==> src/rtl/y86_seq_controller.sv <==
// Multi-cycle sequential Y86-64 controller: FETCH..PC_UPDATE stage strobes, memory handshake with timeout.
// Optional performance counters are compiled in when Y86_PERF_CNT_EN is defined.
module y86_seq_controller #(
  parameter int MEM_TIMEOUT = 15
) (
  input  logic        clk,
  input  logic        rst_n,
  input  logic        start,
  input  logic [3:0]  icode,
  input  logic        instr_valid,
  input  logic        imem_error,
  input  logic        mem_ack,
  input  logic        dmem_error,
  output logic        fetch_en,
  output logic        decode_en,
  output logic        exec_en,
  output logic        mem_en,
  output logic        wb_en,
  output logic        pcu_en,
  output logic        cc_we,
  output logic        mem_req,
  output logic        reg_we,
  output logic        pc_we,
  output logic [2:0]  stat,
  output logic        retired,
  output logic [31:0] cycle_cnt,
  output logic [31:0] instr_cnt
);
  typedef enum logic [3:0] {
    IDLE, FETCH, DECODE, EXECUTE, MEMORY, WRITEBACK, PC_UPDATE, HALTED, FAULT
  } state_t;

  localparam logic [2:0] STAT_AOK = 3'd1;
  localparam logic [2:0] STAT_HLT = 3'd2;
  localparam logic [2:0] STAT_ADR = 3'd3;
  localparam logic [2:0] STAT_INS = 3'd4;
  localparam logic [7:0] WAIT_LAST = 8'(MEM_TIMEOUT - 1);

  state_t      state_q, state_d;
  logic [2:0]  stat_q, stat_d;
  logic [3:0]  icode_q;
  logic [7:0]  wait_q, wait_d;
  logic [10:0] ctl_q, ctl_d;
  logic        is_mem, writes_reg;

  assign is_mem     = icode_q inside {4'h4, 4'h5, 4'h8, 4'h9, 4'hA, 4'hB};
  assign writes_reg = icode_q inside {4'h2, 4'h3, 4'h5, 4'h6, 4'h8, 4'h9, 4'hA, 4'hB};

  always_comb begin
    state_d = state_q;
    stat_d  = stat_q;
    wait_d  = wait_q;
    case (state_q)
      IDLE:      if (start) state_d = FETCH;
      FETCH: begin
        if (imem_error)        begin state_d = FAULT;  stat_d = STAT_ADR; end
        else if (!instr_valid) begin state_d = FAULT;  stat_d = STAT_INS; end
        else if (icode == 4'h0) begin state_d = HALTED; stat_d = STAT_HLT; end
        else                   state_d = DECODE;
      end
      DECODE:    state_d = EXECUTE;
      EXECUTE: begin
        state_d = MEMORY;
        wait_d  = '0;
      end
      MEMORY: begin
        // An ack arriving in the last allowed cycle takes priority over the timeout.
        if (!is_mem) state_d = WRITEBACK;
        else if (mem_ack) begin
          if (dmem_error) begin state_d = FAULT; stat_d = STAT_ADR; end
          else            state_d = WRITEBACK;
        end
        else if (wait_q == WAIT_LAST) begin state_d = FAULT; stat_d = STAT_ADR; end
        else wait_d = wait_q + 8'd1;
      end
      WRITEBACK: state_d = PC_UPDATE;
      PC_UPDATE: state_d = FETCH;
      HALTED, FAULT: state_d = state_q;
      default:   state_d = IDLE;
    endcase
  end

  // Outputs are decoded from the next state and registered alongside it.
  always_comb begin
    ctl_d = '0;
    case (state_d)
      FETCH:     ctl_d[10] = 1'b1;
      DECODE:    ctl_d[9]  = 1'b1;
      EXECUTE:   begin ctl_d[8] = 1'b1; ctl_d[4] = (icode_q == 4'h6); end
      MEMORY:    begin ctl_d[7] = 1'b1; ctl_d[3] = is_mem; end
      WRITEBACK: begin ctl_d[6] = 1'b1; ctl_d[2] = writes_reg; end
      PC_UPDATE: begin ctl_d[5] = 1'b1; ctl_d[1] = 1'b1; ctl_d[0] = 1'b1; end
      default:   ctl_d = '0;
    endcase
  end

  always_ff @(posedge clk or negedge rst_n) begin
    if (!rst_n) begin
      state_q <= IDLE;
      stat_q  <= STAT_AOK;
      icode_q <= '0;
      wait_q  <= '0;
      ctl_q   <= '0;
    end else begin
      state_q <= state_d;
      stat_q  <= stat_d;
      wait_q  <= wait_d;
      ctl_q   <= ctl_d;
      if (state_q == FETCH) icode_q <= icode;
    end
  end

  assign {fetch_en, decode_en, exec_en, mem_en, wb_en, pcu_en,
          cc_we, mem_req, reg_we, pc_we, retired} = ctl_q;
  assign stat = stat_q;

`ifdef Y86_PERF_CNT_EN
  logic [31:0] cycle_q, instr_q;
  logic        active;

  assign active = state_q inside {FETCH, DECODE, EXECUTE, MEMORY, WRITEBACK, PC_UPDATE};

  always_ff @(posedge clk or negedge rst_n) begin
    if (!rst_n) begin
      cycle_q <= '0;
      instr_q <= '0;
    end else begin
      if (active && cycle_q != 32'hFFFF_FFFF)  cycle_q <= cycle_q + 32'd1;
      if (retired && instr_q != 32'hFFFF_FFFF) instr_q <= instr_q + 32'd1;
    end
  end

  assign cycle_cnt = cycle_q;
  assign instr_cnt = instr_q;
`else
  assign cycle_cnt = '0;
  assign instr_cnt = '0;
`endif

endmodule

==> config.mk <==
export PLATFORM = sky130hd
export DESIGN_NAME = y86_seq_controller
export DESIGN_NICKNAME = d
export VERILOG_FILES = /design/src/rtl/y86_seq_controller.sv
export SDC_FILE = /design/constraint.sdc
export NUM_CORES = 1
export LEC_CHECK = 0
export CORE_ASPECT_RATIO = 0.5
export CORE_MARGIN = 10
export CORE_UTILIZATION = 35
export DETAILED_ROUTE_END_ITERATION = 8
export DONT_BUFFER_PORTS = 1
export GPL_TIMING_DRIVEN = 0
export HOLD_SLACK_MARGIN = 0.08
export PLACE_DENSITY = 0.48
export RECOVER_POWER = 25
export SLEW_MARGIN = 20
export SYNTH_ARGS = -nofsm -noshare
export SYNTH_HDL_FRONTEND = slang
export SYNTH_SLANG_ARGS = --single-unit
==> constraint.sdc <==
create_clock -name clk -period 2.9 [get_ports clk]
set_input_delay 0.29 -clock clk [delete_from_list [all_inputs] [get_ports clk]]
set_output_delay 0.29 -clock clk [all_outputs]
set_load 0.05 [all_outputs]
* Word level (Yosys, flattened, before mapping)
Cells that the tools add are included.
Cells by class: $add $sub $neg 1, equal/unequal tests 30, mux-type cells 31, reduce and logical (&&, ||, !) cells 9
Operators with widths (count):
- equality test 4 x 3 -> 1 bit (second input constant) | 10
- case mux 4 bit (8 select lines) | 1
- two-way mux 4 bit | 7
- equality test 4 x 2 -> 1 bit (second input constant) | 6
- two-way mux 3 bit | 8
- two-way mux 8 bit | 3
- equality test 4 bit (second input constant) | 5
- case mux 8 bit (2 select lines) | 1
- two-way mux 1 bit | 9
- adder 8 x 1 -> 8 bit (second input constant) | 1
- equality test 4 x 1 -> 1 bit (second input constant) | 2
- equality test 8 x 4 -> 1 bit (second input constant) | 1
- logical NOT 4 bit | 2
- nonzero test 8 bit | 1
- != test 2 bit (second input constant) | 3
- != test 3 bit (second input constant) | 2
- case mux 3 bit (2 select lines) | 1
- nonzero test 6 bit | 1
- AND reduction 5 bit | 1
- != test 4 bit (second input constant) | 1
- AND reduction 4 bit | 1
- nonzero test 2 bit | 2
- two-way mux 2 bit | 1
- OR reduction 2 bit | 1
Word-level totals: flip-flop bits (word level) 30, input port bits 11, output and inout port bits 78

* Depth between registers and ports, before layout
word-level depth 7, depth in mapped cells 10

* Least setup slack after synthesis
Ideal clock, no wire load.
path type flip-flop to flip-flop, start register icode_q[3], end register wait_q[2], library setup time 77 ps, arrival time 2054 ps, required time 2823 ps, slack 769 ps, stages on the path, launching flop included 9, path buffers 2, clock period less this slack 2131 ps, path through dfrtp_1 > buf_6 > mux2_4 > o311a_1 > nor3_2 > inv_2 > buf_6 > or4_1 > a21oi_1
On the way: longest elaborated chain between the ends 4, elaborated cells between the ends (all ways) 9, those cells by class eq/ne (7); reduce/logical (2)
RTL lines:
- start, declared | line 41 | logic [3:0] icode_q;
- start signal, assigned | line 109 | if (state_q == FETCH) icode_q <= icode;
- equality test 4 x 3 -> 1 bit / equality test 4 bit (equally long branches) | line 46 | assign is_mem = icode_q inside {4'h4, 4'h5, 4'h8, 4'h9, 4'hA, 4'hB};
- nonzero test 6 bit (*) | line 46
- != test 2 bit (no source line) (*)
- AND reduction 4 bit (no source line) (*)
- end signal, assigned | line 107 | wait_q <= wait_d;
- end, declared | line 42 | logic [7:0] wait_q, wait_d;
Mark *: on every way between the ends. The rest lies on a longest branch, timed or not. A chain may end at the register's enable or synchronous reset.

* Worst setup path after layout
start register state_q[1], end register stat_q[1] (netlist: stat[1])
On the way: longest elaborated chain between the ends 3, elaborated cells between the ends (all ways) 9, those cells by class eq/ne (6); mux (1); reduce/logical (2)
RTL lines:
- start, declared | line 39 | state_t state_q, state_d;
- start signal, assigned | line 105 | state_q <= state_d;
- equality test 4 x 1 -> 1 bit / equality test 4 x 3 -> 1 bit (equally long branches) | line 53 | case (state_q)
- != test 4 bit (no source line), or another cell as far along
- AND reduction 5 bit (no source line)
- end signal, assigned | line 106 | stat_q <= stat_d;
- end, declared | line 40 | logic [2:0] stat_q, stat_d;
Parallel ways exist; a longest one is shown, timed or not.

==> out/summary.log <==
qor: critical_path.r2r_slack 0.50 ns
qor: power_and_ir_drop.vdd.ir_drop.worst 574 uV
qor: clocking.cts_sinks 28
qor: clocking.tritoncts.num_buffers 3
qor: yosys.synth_sequential_area_ratio 34.1%
qor: status.violations capacitance limit, slew limit
qor: timing.finalClockSkew 0.00415 ns
qor: critical_path.end_kind register
qor: yosys.synth_area_per_cell 9.52 sq um
qor: yosys.syn-cell-area 2060 sq um
qor: place.dpl_cell_area 2380 sq um
qor: floorplan.floorplan.die.height 74.2 um
qor: layout.fin_area 2490 sq um
qor: yosys.ys_async_sr_fraction 100%
qor: timing.setup_violations 0
qor: timing.min_period_over_period 82.9%
qor: global_routing.grt_antenna_before_repair 0
qor: critical_path.cp.required 3.04 ns
qor: route.detailroute.via_count 1556
qor: route.via_cell_ratio 4.35
qor: timing.max_freq 0.416 GHz
qor: run.cap_violations 1
qor: layout.antenna_cells_inserted 0
qor: yosys.synth_flop_cell sky130_fd_sc_hd__dfrtp_1
qor: timing.grt_setup_unrepaired no
qor: floorplan.floorplan.rows 19
qor: timing.holdWs 0.177 ns
qor: yosys.syn-instance-count 216
qor: hold_path.hold_class in2reg
qor: global_routing.first_global_vias 1600
qor: layout.syn_to_final_growth 20.9%
qor: layout.stdcell_count 358
qor: clocking.cts_tree built
qor: critical_path.cp.arrival 2.54 ns
qor: yosys.synthTopCellsByArea sky130_fd_sc_hd__dfrtp_1 (33%), sky130_fd_sc_hd__buf_4 (24%), sky130_fd_sc_hd__o31ai_1 (2.6%)
qor: status.run_status complete, but fails checks
qor: timing.max_slew_margin -0.807%
qor: floorplan.initial_utilization 36.8%
qor: place.sum_of_net_half_perimeters_after_detailed_placement 4.09 mm
qor: layout.layout-drive-gt1-share 33.0%
qor: hold_path.min_delay_path_depth 1
qor: power_and_ir_drop.leakagePower 1.31 nW
qor: timing.tightest_slew 1.51 ns
qor: place.gp_congestion 0.853
qor: route.antenna_left 0
qor: yosys.share_of_the_synthesized_area_in_the_top_cell_type 32.9%
qor: critical_path.rr_worst_depth 6
qor: clocking.cts_setup_buffers 0
qor: hold_path.worstHoldEndpoint icode_q[0]
qor: clocking.worstSkewPairLatency 0.26 ns
qor: yosys.post-synth-top-count-cell sky130_fd_sc_hd__buf_4
qor: layout.design.final.nets 299
qor: yosys.synthesis.yosys.warnings 0
qor: global_routing.grt_first_pass_wirelength 8.07 mm
qor: hold_path.hold_path_startpoint icode[0]
qor: place.numPlacedInstances 352
qor: critical_path.worst_setup_path_type reg2reg
qor: clocking.number_of_buffers_inserted_for_hold_repair_after_clock_tree_synthesis 2
qor: yosys.synth_common_cells sky130_fd_sc_hd__buf_4 (67), sky130_fd_sc_hd__dfrtp_1 (27), sky130_fd_sc_hd__a21oi_1 (9)
qor: clocking.clock_path_buffers 2
qor: timing.setup_total_negative_slack 0 ns
qor: layout.final_util 44.5%
qor: clocking.post_cts.resized_instances 0
qor: power_and_ir_drop.p_per_area 983 nW/um^2
qor: yosys.yosysTopAreaCell sky130_fd_sc_hd__dfrtp_1
qor: clocking.cts-root-buf sky130_fd_sc_hd__clkbuf_16
qor: floorplan.design.core.area 5590 sq um
qor: route.first_iter_violations 65
qor: yosys.synthDistinctLibCells 52
qor: critical_path.crit_path_max_fo 10
qor: place.placement.io_buffers 0
qor: yosys.synth.ff_latch_count 28
qor: global_routing.groute.usage.overall 10.3%
qor: floorplan.floorplan.die_area 9520 sq um
qor: yosys.synth_edf_count 0
qor: timing.period_minus_slack 2.40 ns
qor: route.wl 4.94 mm
qor: timing.slew_violations 29
qor: route.drt_first_pass_iters 4
qor: route.drc 0
qor: critical_path.cp-start-kind register
qor: clocking.clk_pin_slew_worst_paths 0.07 ns
qor: global_routing.grt_start_max_net_pins 29
qor: clocking.cts_htree_levels 1
qor: critical_path.worstReg2RegEnd stat[1]
qor: route.routed_wire_length_per_instance 13.8 um
qor: timing.final_hold_violations 0
qor: global_routing.overflow 0
qor: critical_path.launch_point_of_the_worst_reg_to_reg_path state_q[1]
qor: floorplan.design.portCount 89
qor: floorplan.x_dimension_of_the_die 128 um
## stage by stage
stage          setup slack (ns)  total power, mW
2_1_floorplan             0.769             1.86
3_3_place_gp              0.547             2.07
3_5_place_dp              0.529             2.09
4_1_cts                   0.500             2.45
5_1_grt                   0.207             2.62
6_report                  0.497             2.44
## worst max-delay path, stage by stage (launching register included)
cell and delay, ns:
sky130_fd_sc_hd__dfrtp_1 0.46, sky130_fd_sc_hd__buf_2 0.22, sky130_fd_sc_hd__nor3b_1 0.24, sky130_fd_sc_hd__o221ai_1 0.43
sky130_fd_sc_hd__a211o_1 0.41, sky130_fd_sc_hd__o31ai_1 0.40, sky130_fd_sc_hd__a21oi_1 0.12
## layer usage
metal  GRT usage, %  share of wire, %
met1           11.2                40
met3           7.73                19
met5              0                 0
met4           2.36              0.93
met2           15.7                40
## placed cells by master, fill, tap and decap left out, types with 2 or more instances in the layout
cell                         n
sky130_fd_sc_hd__buf_4      67
sky130_fd_sc_hd__conb_1     64
sky130_fd_sc_hd__dfrtp_1    27
sky130_fd_sc_hd__a21oi_1     9
sky130_fd_sc_hd__nor2_1      7
sky130_fd_sc_hd__o31ai_1     7
sky130_fd_sc_hd__inv_1       6
sky130_fd_sc_hd__nor2b_1     6
sky130_fd_sc_hd__or4_1       6
sky130_fd_sc_hd__nand4_1     5
sky130_fd_sc_hd__nor4_1      4
sky130_fd_sc_hd__nor3_1      4
sky130_fd_sc_hd__o21ai_0     4
sky130_fd_sc_hd__mux2_2      4
sky130_fd_sc_hd__buf_2       3
sky130_fd_sc_hd__nor3b_1     3
sky130_fd_sc_hd__a221oi_1    3
sky130_fd_sc_hd__inv_2       3
sky130_fd_sc_hd__nand2b_1    3
sky130_fd_sc_hd__and3_1      3
sky130_fd_sc_hd__clkbuf_16   3
sky130_fd_sc_hd__buf_6       2
sky130_fd_sc_hd__or3b_2      2
sky130_fd_sc_hd__clkbuf_1    2
sky130_fd_sc_hd__a22oi_1     2
sky130_fd_sc_hd__nor4b_2     2
sky130_fd_sc_hd__o2bb2ai_1   2
sky130_fd_sc_hd__nand2_1     2
sky130_fd_sc_hd__nand3_1     2
sky130_fd_sc_hd__a211o_1     2
sky130_fd_sc_hd__ha_1        2
## how the worst max path moves through the flow
stage,startpoint,endpoint,depth (start not counted)
6_report,state_q[1],stat[1],6
5_1_grt,state_q[0],stat[1],5
4_1_cts,icode_q[3],wait_q[0],9
3_5_place_dp,icode_q[3],wait_q[0],9
3_3_place_gp,icode_q[3],wait_q[0],9
2_1_floorplan,icode_q[3],wait_q[2],8
## final cells by class
class | count | area [sq um]
fillers | 559 | 3100
multi-input cells | 169 | 1010
flip-flops and latches | 28 | 702
plain buffers | 73 | 544
well taps | 73 | 91.3
clock buffers | 4 | 88.8
inverters | 9 | 33.8
repair buffers | 2 | 13.8
## cells by family (layout without fill, tap and decap cells)
logic type | count (synthesis) | after routing | share of synthesized area, %
buffers and inverters | 82 | 88 | 28.1
AND/OR/NAND/NOR | 58 | 58 | 19.0
AO/OA/AOI/OAI | 39 | 39 | 13.9
flip-flops | 28 | 28 | 34.1
multiplexers | 6 | 6 | 3.41
adder cells (fa/ha/maj) | 2 | 2 | 1.22
other | 1 | 64 | 0.182
## power by group
group          internal [mW]  switching [mW]  leakage, nW  total [mW]
combinational          0.464           0.813        0.899        1.28
clock                  0.211           0.129       0.0442       0.340
sequential             0.522           0.305        0.364       0.826
## sequential cells by signal, summed over array words and instances (netlist names)
register  count
ctl_q         9
wait_q        8
icode_q       4
state_q       4
stat          3
Power figures use the tool's default switching activity.
